===== src/rtl/paj7620_pkg.sv =====
// PAJ7620 responder shared definitions: FSM states, register addresses and
// gesture flag bit positions.
`timescale 1ns/1ps
package paj7620_pkg;

  localparam int unsigned DATA_W = 8;
  localparam int unsigned CNT_W  = 3;

  localparam logic [DATA_W-1:0] REG_ID_L = 8'h00;
  localparam logic [DATA_W-1:0] REG_ID_H = 8'h01;
  localparam logic [DATA_W-1:0] REG_FLAG = 8'h43;
  localparam logic [DATA_W-1:0] REG_BANK = 8'hEF;

  localparam int unsigned GEST_UP       = 0;
  localparam int unsigned GEST_DOWN     = 1;
  localparam int unsigned GEST_LEFT     = 2;
  localparam int unsigned GEST_RIGHT    = 3;
  localparam int unsigned GEST_FORWARD  = 4;
  localparam int unsigned GEST_BACKWARD = 5;
  localparam int unsigned GEST_CW       = 6;
  localparam int unsigned GEST_CCW      = 7;

  typedef enum logic [3:0] {
    IDLE,
    ADDR,
    ADDR_ACK,
    REG,
    REG_ACK,
    WDATA,
    WDATA_ACK,
    RDATA,
    RD_ACKCHK,
    IGNORE
  } state_e;

endpackage


===== src/rtl/paj7620_i2c_responder_line_sync.sv =====
// Synchronises raw SCL/SDA and flags SCL edges plus START/STOP conditions.
// Ports: clk, rst_n; scl, sda_i raw pad inputs; scl_rise, scl_fall,
// start_det, stop_det one-clk pulses; sda_s is SDA aligned with the pulses.
`timescale 1ns/1ps
module i2c_line_sync (
  input  logic clk,
  input  logic rst_n,
  input  logic scl,
  input  logic sda_i,
  output logic scl_rise,
  output logic scl_fall,
  output logic start_det,
  output logic stop_det,
  output logic sda_s
);

  // [0] metastability stage, [1] synchronised level, [2] previous level
  logic [2:0] scl_pipe_q, scl_pipe_d;
  logic [2:0] sda_pipe_q, sda_pipe_d;
  logic       scl_rise_q, scl_rise_d;
  logic       scl_fall_q, scl_fall_d;
  logic       start_det_q, start_det_d;
  logic       stop_det_q, stop_det_d;
  logic       sda_s_q, sda_s_d;

  always_comb begin
    scl_pipe_d  = {scl_pipe_q[1:0], scl};
    sda_pipe_d  = {sda_pipe_q[1:0], sda_i};
    scl_rise_d  = scl_pipe_q[1] & ~scl_pipe_q[2];
    scl_fall_d  = ~scl_pipe_q[1] & scl_pipe_q[2];
    start_det_d = scl_pipe_q[1] & scl_pipe_q[2] & sda_pipe_q[2] & ~sda_pipe_q[1];
    stop_det_d  = scl_pipe_q[1] & scl_pipe_q[2] & ~sda_pipe_q[2] & sda_pipe_q[1];
    sda_s_d     = sda_pipe_q[1];
  end

  // Lines reset to the idle-bus level so reset release never fakes an edge
  always_ff @(posedge clk or negedge rst_n) begin
    if (!rst_n) begin
      scl_pipe_q  <= 3'b111;
      sda_pipe_q  <= 3'b111;
      scl_rise_q  <= 1'b0;
      scl_fall_q  <= 1'b0;
      start_det_q <= 1'b0;
      stop_det_q  <= 1'b0;
      sda_s_q     <= 1'b1;
    end else begin
      scl_pipe_q  <= scl_pipe_d;
      sda_pipe_q  <= sda_pipe_d;
      scl_rise_q  <= scl_rise_d;
      scl_fall_q  <= scl_fall_d;
      start_det_q <= start_det_d;
      stop_det_q  <= stop_det_d;
      sda_s_q     <= sda_s_d;
    end
  end

  assign scl_rise  = scl_rise_q;
  assign scl_fall  = scl_fall_q;
  assign start_det = start_det_q;
  assign stop_det  = stop_det_q;
  assign sda_s     = sda_s_q;

endmodule


===== src/rtl/paj7620_i2c_responder.sv =====
// Bus-level PAJ7620 gesture sensor stand-in: I2C slave with part ID, bank
// select and clear-on-read gesture flags.
// Ports: clk, rst_n; scl, sda_i from the bus; sda_oe pulls SDA low;
// gest_set one-clk gesture pulses; int_n low while flags pending;
// busy high during an addressed transaction.
`timescale 1ns/1ps
module paj7620_i2c_responder #(
  parameter logic [6:0]  DEV_ADDR = 7'h73,
  parameter logic [15:0] PART_ID  = 16'h7620
) (
  input  logic       clk,
  input  logic       rst_n,
  input  logic       scl,
  input  logic       sda_i,
  output logic       sda_oe,
  input  logic [7:0] gest_set,
  output logic       int_n,
  output logic       busy
);
  import paj7620_pkg::*;

  logic scl_rise, scl_fall, start_det, stop_det, sda_s;

  i2c_line_sync u_sync (
    .clk       (clk),
    .rst_n     (rst_n),
    .scl       (scl),
    .sda_i     (sda_i),
    .scl_rise  (scl_rise),
    .scl_fall  (scl_fall),
    .start_det (start_det),
    .stop_det  (stop_det),
    .sda_s     (sda_s)
  );

  state_e             state_q, state_d;
  logic [CNT_W-1:0]   bit_cnt_q, bit_cnt_d;
  logic [DATA_W-1:0]  shift_q, shift_d;
  logic [DATA_W-1:0]  ptr_q, ptr_d;
  logic [DATA_W-1:0]  bank_q, bank_d;
  logic [DATA_W-1:0]  flags_q, flags_d;
  logic               rw_q, rw_d;
  logic               sda_oe_q, sda_oe_d;
  logic               busy_q, busy_d;
  logic               int_n_q, int_n_d;
  logic [DATA_W-1:0]  shift_in;
  logic [DATA_W-1:0]  rd_byte;
  logic               load_rd;

  // Register map seen by the master; only the bank register exists outside bank 0
  always_comb begin
    rd_byte = '0;
    if (ptr_q == REG_BANK) begin
      rd_byte = bank_q;
    end else if (bank_q == '0) begin
      case (ptr_q)
        REG_ID_L: rd_byte = PART_ID[7:0];
        REG_ID_H: rd_byte = PART_ID[15:8];
        REG_FLAG: rd_byte = flags_q;
        default:  rd_byte = '0;
      endcase
    end
  end

  // Protocol FSM. In ACK states bit_cnt tracks the ACK phase: 0 = waiting for
  // the fall that starts the ACK, 1 = ACK driven. In RD_ACKCHK: 0 = release,
  // 1 = sample master ACK, 2 = load next byte.
  always_comb begin
    state_d   = state_q;
    bit_cnt_d = bit_cnt_q;
    shift_d   = shift_q;
    ptr_d     = ptr_q;
    bank_d    = bank_q;
    rw_d      = rw_q;
    sda_oe_d  = sda_oe_q;
    busy_d    = busy_q;
    load_rd   = 1'b0;
    shift_in  = {shift_q[DATA_W-2:0], sda_s};

    if (stop_det) begin
      state_d   = IDLE;
      sda_oe_d  = 1'b0;
      busy_d    = 1'b0;
      bit_cnt_d = '0;
    end else if (start_det) begin
      state_d   = ADDR;
      sda_oe_d  = 1'b0;
      bit_cnt_d = '0;
    end else begin
      case (state_q)
        ADDR: if (scl_rise) begin
          shift_d   = shift_in;
          bit_cnt_d = bit_cnt_q + CNT_W'(1);
          if (bit_cnt_q == CNT_W'(7)) begin
            if (shift_in[7:1] == DEV_ADDR) begin
              state_d = ADDR_ACK;
              rw_d    = shift_in[0];
              busy_d  = 1'b1;
            end else begin
              state_d = IGNORE;
            end
          end
        end
        ADDR_ACK, REG_ACK, WDATA_ACK: if (scl_fall) begin
          if (bit_cnt_q == '0) begin
            sda_oe_d  = 1'b1;
            bit_cnt_d = CNT_W'(1);
          end else begin
            sda_oe_d  = 1'b0;
            bit_cnt_d = '0;
            if (state_q == ADDR_ACK && rw_q) begin
              load_rd = 1'b1;
              state_d = RDATA;
            end else if (state_q == ADDR_ACK) begin
              state_d = REG;
            end else begin
              state_d = WDATA;
            end
          end
        end
        REG: if (scl_rise) begin
          shift_d   = shift_in;
          bit_cnt_d = bit_cnt_q + CNT_W'(1);
          if (bit_cnt_q == CNT_W'(7)) begin
            ptr_d   = shift_in;
            state_d = REG_ACK;
          end
        end
        WDATA: if (scl_rise) begin
          shift_d   = shift_in;
          bit_cnt_d = bit_cnt_q + CNT_W'(1);
          if (bit_cnt_q == CNT_W'(7)) begin
            if (ptr_q == REG_BANK) bank_d = shift_in;
            ptr_d   = ptr_q + DATA_W'(1);
            state_d = WDATA_ACK;
          end
        end
        RDATA: begin
          if (scl_fall) begin
            shift_d  = {shift_q[DATA_W-2:0], 1'b0};
            sda_oe_d = ~shift_q[DATA_W-2];
          end else if (scl_rise) begin
            bit_cnt_d = bit_cnt_q + CNT_W'(1);
            if (bit_cnt_q == CNT_W'(7)) state_d = RD_ACKCHK;
          end
        end
        RD_ACKCHK: begin
          if (scl_fall && bit_cnt_q == '0) begin
            sda_oe_d  = 1'b0;
            bit_cnt_d = CNT_W'(1);
          end else if (scl_rise && bit_cnt_q == CNT_W'(1)) begin
            if (sda_s) begin
              state_d = IGNORE;
            end else begin
              ptr_d     = ptr_q + DATA_W'(1);
              bit_cnt_d = CNT_W'(2);
            end
          end else if (scl_fall && bit_cnt_q == CNT_W'(2)) begin
            load_rd   = 1'b1;
            bit_cnt_d = '0;
            state_d   = RDATA;
          end
        end
        default: begin
        end
      endcase
    end

    if (load_rd) begin
      shift_d  = rd_byte;
      sda_oe_d = ~rd_byte[DATA_W-1];
    end
  end

  // Gesture flags: clear when the flag register is loaded for reading, but a
  // gesture arriving in that same clk is kept
  always_comb begin
    flags_d = flags_q | gest_set;
    if (load_rd && bank_q == '0 && ptr_q == REG_FLAG) flags_d = gest_set;
    int_n_d = ~|flags_d;
  end

  always_ff @(posedge clk or negedge rst_n) begin
    if (!rst_n) begin
      state_q   <= IDLE;
      bit_cnt_q <= '0;
      shift_q   <= '0;
      ptr_q     <= '0;
      bank_q    <= '0;
      flags_q   <= '0;
      rw_q      <= 1'b0;
      sda_oe_q  <= 1'b0;
      busy_q    <= 1'b0;
      int_n_q   <= 1'b1;
    end else begin
      state_q   <= state_d;
      bit_cnt_q <= bit_cnt_d;
      shift_q   <= shift_d;
      ptr_q     <= ptr_d;
      bank_q    <= bank_d;
      flags_q   <= flags_d;
      rw_q      <= rw_d;
      sda_oe_q  <= sda_oe_d;
      busy_q    <= busy_d;
      int_n_q   <= int_n_d;
    end
  end

  assign sda_oe = sda_oe_q;
  assign int_n  = int_n_q;
  assign busy   = busy_q;

endmodule


===== config.mk =====
export PLATFORM = sky130hd
export DESIGN_NAME = paj7620_i2c_responder
export DESIGN_NICKNAME = d
export VERILOG_FILES = /design/src/rtl/paj7620_pkg.sv /design/src/rtl/paj7620_i2c_responder_line_sync.sv /design/src/rtl/paj7620_i2c_responder.sv
export SDC_FILE = /design/constraint.sdc
export NUM_CORES = 1
export LEC_CHECK = 0
export ABC_AREA = 1
export CAP_MARGIN = 20
export CORE_ASPECT_RATIO = 1.2
export CORE_MARGIN = 4
export CORE_UTILIZATION = 52
export CTS_CLUSTER_SIZE = 24
export DETAILED_ROUTE_END_ITERATION = 10
export GPL_ROUTABILITY_DRIVEN = 1
export PLACE_DENSITY = 0.68
export SKIP_CTS_REPAIR_TIMING = 1
export SLEW_MARGIN = 20
export SYNTH_ARGS = -nofsm -noshare
export SYNTH_HDL_FRONTEND = slang
export SYNTH_SLANG_ARGS = --single-unit
export TNS_END_PERCENT = 30

===== constraint.sdc =====
create_clock -name clk -period 3.2 [get_ports clk]
set_input_delay 0.96 -clock clk [delete_from_list [all_inputs] [get_ports clk]]
set_output_delay 0.96 -clock clk [all_outputs]
set_load 0.05 [all_outputs]

==> flow_summary.toml <==
[setup_path]
slowest_delay_ns = 0.79
cp_top_family = "buffers and inverters"
slowest_stage = "clkdlybuf4s50_1"
path_buf_inv = 1
cp_cell_sequence = "clkdlybuf4s50_1"
required_ns = 2.24
end_kind = "output port"
reg2reg_slack_ns = 1.02
path_class = "reg2out"
worstPathMaxFanout = 1
worst_setup_path_start_kind = "flop"
cp.arrival_ns = 1.62

[logic_synthesis]
ys_warn_count = 0
synth_xor_area_share_pct = 1.420
synthCells = 422
synthMuxAreaShare_pct = 0
synth_compound_area_share_pct = 11.76
synthFlopType = "dfrtp_1"
synthAdderAreaFrac_pct = 3.245
seq_area_frac_synth_pct = 42.47
netlist_area_mm2 = 0.003084
async_flop_share_pct = 100.0
synth-simple-area-share_pct = 33.59
synth_area_per_cell_um2 = 7.309
synth_nets = 442
synth_edf_count = 0
synth_cell_types = 38
synth_top_family_by_area = "simple AND/OR/NAND/NOR gates"
ys_ff_latch = 52

[finish]
instances_no_fill = 523
fin_util_pct = 60.09
fillers = 559
final_common_cell = "nand2_1"
mostFrequentLayoutCells = "133 x nand2_1, 50 x inv_1, 45 x dfrtp_1"
area_delta_synth_final_pct = 11.16
num-nets-final = 462
insertedDiodeCount = 0
drive_gt1_share_pct = 10.61

[global_routing]
grt_remaining_overflow = 0
antenna_found_initial = 0
grt_usage_pct = 21.02
grt_max_degree = 46
grt_pass1_wl_mm = 12.09
grt_pass1_vias = 2612

[sta]
period_needed_ns = 2.577
fin_worst_skew_ns = 0.009447
fin_crit_sh_pct = 80.53
setup_viol = 0
relSlewSlack_pct = 62.90
slew_viol_final = 0
tns_ns = 0
rsz0062_at_grt = "false"
tightest_slew_ns = 0.5564
hold_violations = 0
max_freq_mhz = 388.1
worst_slack_ns = 0.6232

[run_status]
status = "finished, final reports clean"

[cts]
htreeDepth = 2
path_clk_slew_ns = 0.10
cts_buffer_depth = 2
clkLatencyLatePin_ns = 0.30
cts-buffers-inserted = 5
clock-root-buffer = "clkbuf_8"
clock-sinks = 52
tritoncts = "done"

[floorplan]
rows = 30
die_h_um = 92.37
boundaryPins = 15
initial_utilization_pct = 54.06
core_mm2 = 0.005705
die_width_um = 78.31
dieArea_mm2 = 0.007233

[place]
placed_cells = 515
pre_cts_slack_ns = 0.9549
place_hpwl_mm = 5.446
port_buffers = 14
gp_congestion = 0.8985

[detailed_routing]
ant_nets = 0
wl_per_cell_um = 13.32
drtIter0Drc = 122
vias_per_cell = 5.164
vias = 2701
firstDrtPassIters = 5
drc = 0
wirelength_mm = 6.968

[pwr]
leakage_nw = 1.717
peakVddDrop_mv = 0.3576
power.total_w = 0.002328
powerDensity_mw_per_mm2 = 679.0

[flow_run]
cap_violations = 0

[min_path]
hold_class = "reg2reg"
==> through the flow <==
step | cell area, µm² | hold slack [ns]
6_report | 3428 | 0.3670
5_1_grt | 3428 | 0.3682
4_1_cts | 3426 | 0.3626
3_5_place_dp | 3314 | 0.3491
3_3_place_gp | 3314 | 0.3457
2_1_floorplan | 3084 | 0.3452
==> cells in the mapped netlist, types with 2 or more instances <==
library cell / number / share of area (%)
o211ai_1: 3 / 0.73
ha_1: 8 / 3.2
nor2_1: 41 / 5.0
inv_1: 50 / 6.1
xor2_1: 4 / 1.1
dfstp_2: 7 / 6.0
a21oi_2: 2 / 0.57
nor3_1: 4 / 0.65
inv_2: 5 / 0.61
nand3b_1: 2 / 0.49
nand3_1: 24 / 3.9
o21ai_0: 40 / 6.5
nand2_1: 133 / 16
and2_1: 2 / 0.41
dfrtp_1: 45 / 37
nand2_2: 6 / 1.2
nor2_4: 3 / 1.1
nor2_2: 3 / 0.61
a21oi_1: 10 / 1.6
nand4_1: 3 / 0.61
nand2_4: 4 / 1.5
o21ai_1: 7 / 1.1
==> flip-flops by register name, indices dropped and copies added, names as in the netlist <==
| signal | cells |
|---|---|
| ptr_q | 8 |
| u_sync.sda_pipe_q | 3 |
| u_sync.scl_pipe_q | 3 |
| busy | 1 |
| shift_q | 7 |
| sda_oe | 1 |
| u_sync.scl_rise | 1 |
| state_q | 4 |
| rw_q | 1 |
| flags_q | 8 |
| bank_q | 8 |
| u_sync.scl_fall | 1 |
| u_sync.stop_det | 1 |
| int_n | 1 |
| bit_cnt_q | 3 |
| u_sync.start_det | 1 |
==> cell families (layout without fill, tap and decap cells) <==
group | Yosys count | after routing
buf+inv | 59 | 80
flops | 52 | 52
xor+xnor | 5 | 5
fa+ha+maj | 8 | 8
compound gates | 67 | 67
simple gates | 231 | 231
==> where the power goes <==
part / leakage, nW / total [W] / internal (W) / switching (W)
Combinational: 1.03 / 0.000993 / 0.000328 / 0.000665
Clock: 0.0541 / 0.000449 / 0.000232 / 0.000217
Sequential: 0.637 / 0.000886 / 0.000769 / 0.000116
==> final timing paths <==
kind,depth (start not counted),to,start
worst max-delay path,1,int_n,int_n
worst min-delay path,0,u_sync.sda_pipe_q[1],u_sync.sda_pipe_q[0]
worst max register to register,11,ptr_q[0],bit_cnt_q[1]
worst min register to register,0,u_sync.sda_pipe_q[1],u_sync.sda_pipe_q[0]
max in group asynchronous,2,state_q[0],rst_n
min in group asynchronous,1,u_sync.scl_fall,rst_n
==> area by class of cell <==
type                    count  area, µm²  share of cell area [%]
well taps                  80      100.1                   2.920
repair buffers             16      152.6                   4.453
flip-flops and latches     52       1310                   38.21
inverters                  56      211.5                   6.168
clock inverters             3      42.54                   1.241
clock buffers               5      68.82                   2.007
multi-input cells         311       1543                   45.00
==> per-layer routing <==
layer	vias up	track usage, %	part of all wire (%)
li1	1383	-	-
met3	28	3.307	3.6
met4	0	11.22	4.5
met5	-	0	0
met1	1231	25.68	42
met2	59	35.50	50
No activity file was read; power rests on OpenSTA's default activity.
==> RTL edit (same settings) <==
Take the reset off `shift_q` and load it in a clocked block of its own.
--- a/src/rtl/paj7620_i2c_responder.sv
+++ b/src/rtl/paj7620_i2c_responder.sv
@@ -185,5 +185,4 @@
       state_q   <= IDLE;
       bit_cnt_q <= '0;
-      shift_q   <= '0;
       ptr_q     <= '0;
       bank_q    <= '0;
@@ -196,5 +195,4 @@
       state_q   <= state_d;
       bit_cnt_q <= bit_cnt_d;
-      shift_q   <= shift_d;
       ptr_q     <= ptr_d;
       bank_q    <= bank_d;
@@ -207,4 +205,8 @@
   end
 
+  always_ff @(posedge clk) begin
+    shift_q <= shift_d;
+  end
+
   assign sda_oe = sda_oe_q;
   assign int_n  = int_n_q;
Behaviour: same outputs for any inputs over 10 cycles, from zero or initial values and one cycle with rst_n low; that may be too few to reach the edited logic, so the function may still have changed.
==> RTL edit against the original RTL <==
Setup slack worse by 0.012 ns. Area after synthesis grew 5.4%. Power up 11%. Routed wire length up 0.20%. Clock skew grew 0.0013 ns. Maximum frequency is 0.45% lower. Final area grew 2.8%. Sequential cell count unchanged. Combinational power is 24% higher. Sequential share of layout area decreased by 0.051 points. Via count is 0.78% lower. Global-route usage decreased by 0.73 points. Clock power decreased by 9.8%.
==> RTL edit: results (changes against the original RTL) <==
Finish
  • Clk cell area share: 2.733% (-0.51 points)
  • # fillers: 600 (+7.3%)
  • Multi-input logic area: 0.001640 mm2 (+6.3%)
  • Nonclk buf count: 15 (-1)
  • Comb_multi_in: 299 (-3.9%)
  • Nets: 445 (-3.7%)
  • Share of cells above drive strength 1: 17.61% (+7.0 points)
  • NonClk Buf Share: 4.118% (-0.33 points)
  • Inverters: 52 (-7.1%)
  • Clk_buf instances: 6 (+1)

STA
  • Slew Limit Headroom: 55.79% (-7.1 points)
  • Clk_skew: 0.01079 ns (+0.001343 ns)
  • Final WS setup: 0.6115 ns (-0.01164 ns)

Routing
  • Via count: 2680 (-0.78%)
  • Met3 routed WL: 302 um (+21%)
  • Drt total wl: 6982 um (+0.20%)
  • Metal-1 WL: 3095 um (+5.6%)
  • Met2 wire length: 3450 um (-0.55%)
  • DRT iter0 DRCs: 98 (-20%)
  • DR vias/cell: 5.276 (+2.2%)
  • First-pass iteration count of the detailed router: 4 (-1)

Yosys
  • Synth Area in Compound Gates: 13.43% (+1.7 points)
  • Synth top cells by count: nand2_1 (115), inv_1 (41), dfrtp_1 (38), nor2_1 (34), nand3_1 (18)
  • Post-synthesis sequential area ratio: 41.38% (-1.1 points)
  • Synth Warn #: 0 (unchanged)
  • Yosys cell types: 42 (+11%)
  • XOR/XNOR share of the synthesized area: 0.8083% (-0.61 points)
  • Syn avg cell area: 7.909 um2 (+8.2%)
  • Post-synth ARST share: 86.54% (-13 points)
  • Post-synth EDFFs: 7 (+7)
  • Adder-cell share of the synthesized area: 3.079% (-0.17 points)
  • Synth Net Count: 431 (-2.5%)

Pwr
  • Peak VDD IR: 0.3878 mV (+8.4%)
  • Clock power frac: 15.6% (-3.7 points)
  • Leak Pwr: 1.669 nW (-2.8%)
  • Share of power burned in combinational logic: 47.6% (+4.9 points)
  • Net Sw Frac: 45.30% (+2.4 points)

Critical path
  • Delay-heaviest family, CP: buffers and inverters
  • RR Endpoint: shift_q[1]
  • Reg2reg path depth: 8 (-3)
  • Reg2reg start: state_q[2]
  • FF-to-FF setup slack: 1.07 ns (+0.05 ns)
  • Launch point of the worst path: int_n

Worst hold path
  • Worst Hold Path EP: u_sync.scl_pipe_q[1]
  • HP Start: u_sync.scl_pipe_q[0]

GRT
  • Vias in the first global route: 2535 (-2.9%)
  • GR Layer Usage met2: 34.67% (-0.83 points)
  • Met3 Resource Use GR: 3.340% (+0.032 points)
  • GRT Total Usage: 20.29% (-0.73 points)
  • Global-route wire length before repair: 11920 um (-1.4%)
  • Grt met1 use: 25.35% (-0.33 points)

Placed design
  • Gpl congestion: 0.8878 (-1.2%)
  • DP Worst Slack: 0.9542 ns (-0.0006700 ns)
  • Hpwl dp: 5278 um (-3.1%)

Clocking
  • Clk_lat worst skew: 0.31 ns

Run status
  • Status: completed
## RTL edit: cell count changes in the layout (fill, tap and decap cells not counted), sizes merged, moves of 3 or more
| cell | unedited run | this run |
|---|---|---|
| a21oi | 12 | 16 |
| edfxtp | 0 | 7 |
| o21ai | 47 | 37 |
| nand3 | 26 | 21 |
| nand4 | 3 | 8 |
| nor3 | 5 | 14 |
| dfrtp | 45 | 38 |
| a22oi | 0 | 4 |
| o31ai | 0 | 3 |
| nand3b | 3 | 0 |
| nand2 | 143 | 127 |
## RTL edit: through the flow
stage / hold WS (ns) / util (%) / total power, mW / instance area (um2)
3_5_place_dp: 0.3495 / 56.62 / 2.198 / 3426
2_1_floorplan: 0.3452 / - / 1.960 / 3251
5_1_grt: 0.3698 / 58.25 / 2.822 / 3525
6_report: 0.3615 / 58.25 / 2.594 / 3525
3_3_place_gp: 0.3459 / 56.62 / 2.186 / 3426
4_1_cts: 0.3640 / 58.21 / 2.608 / 3522
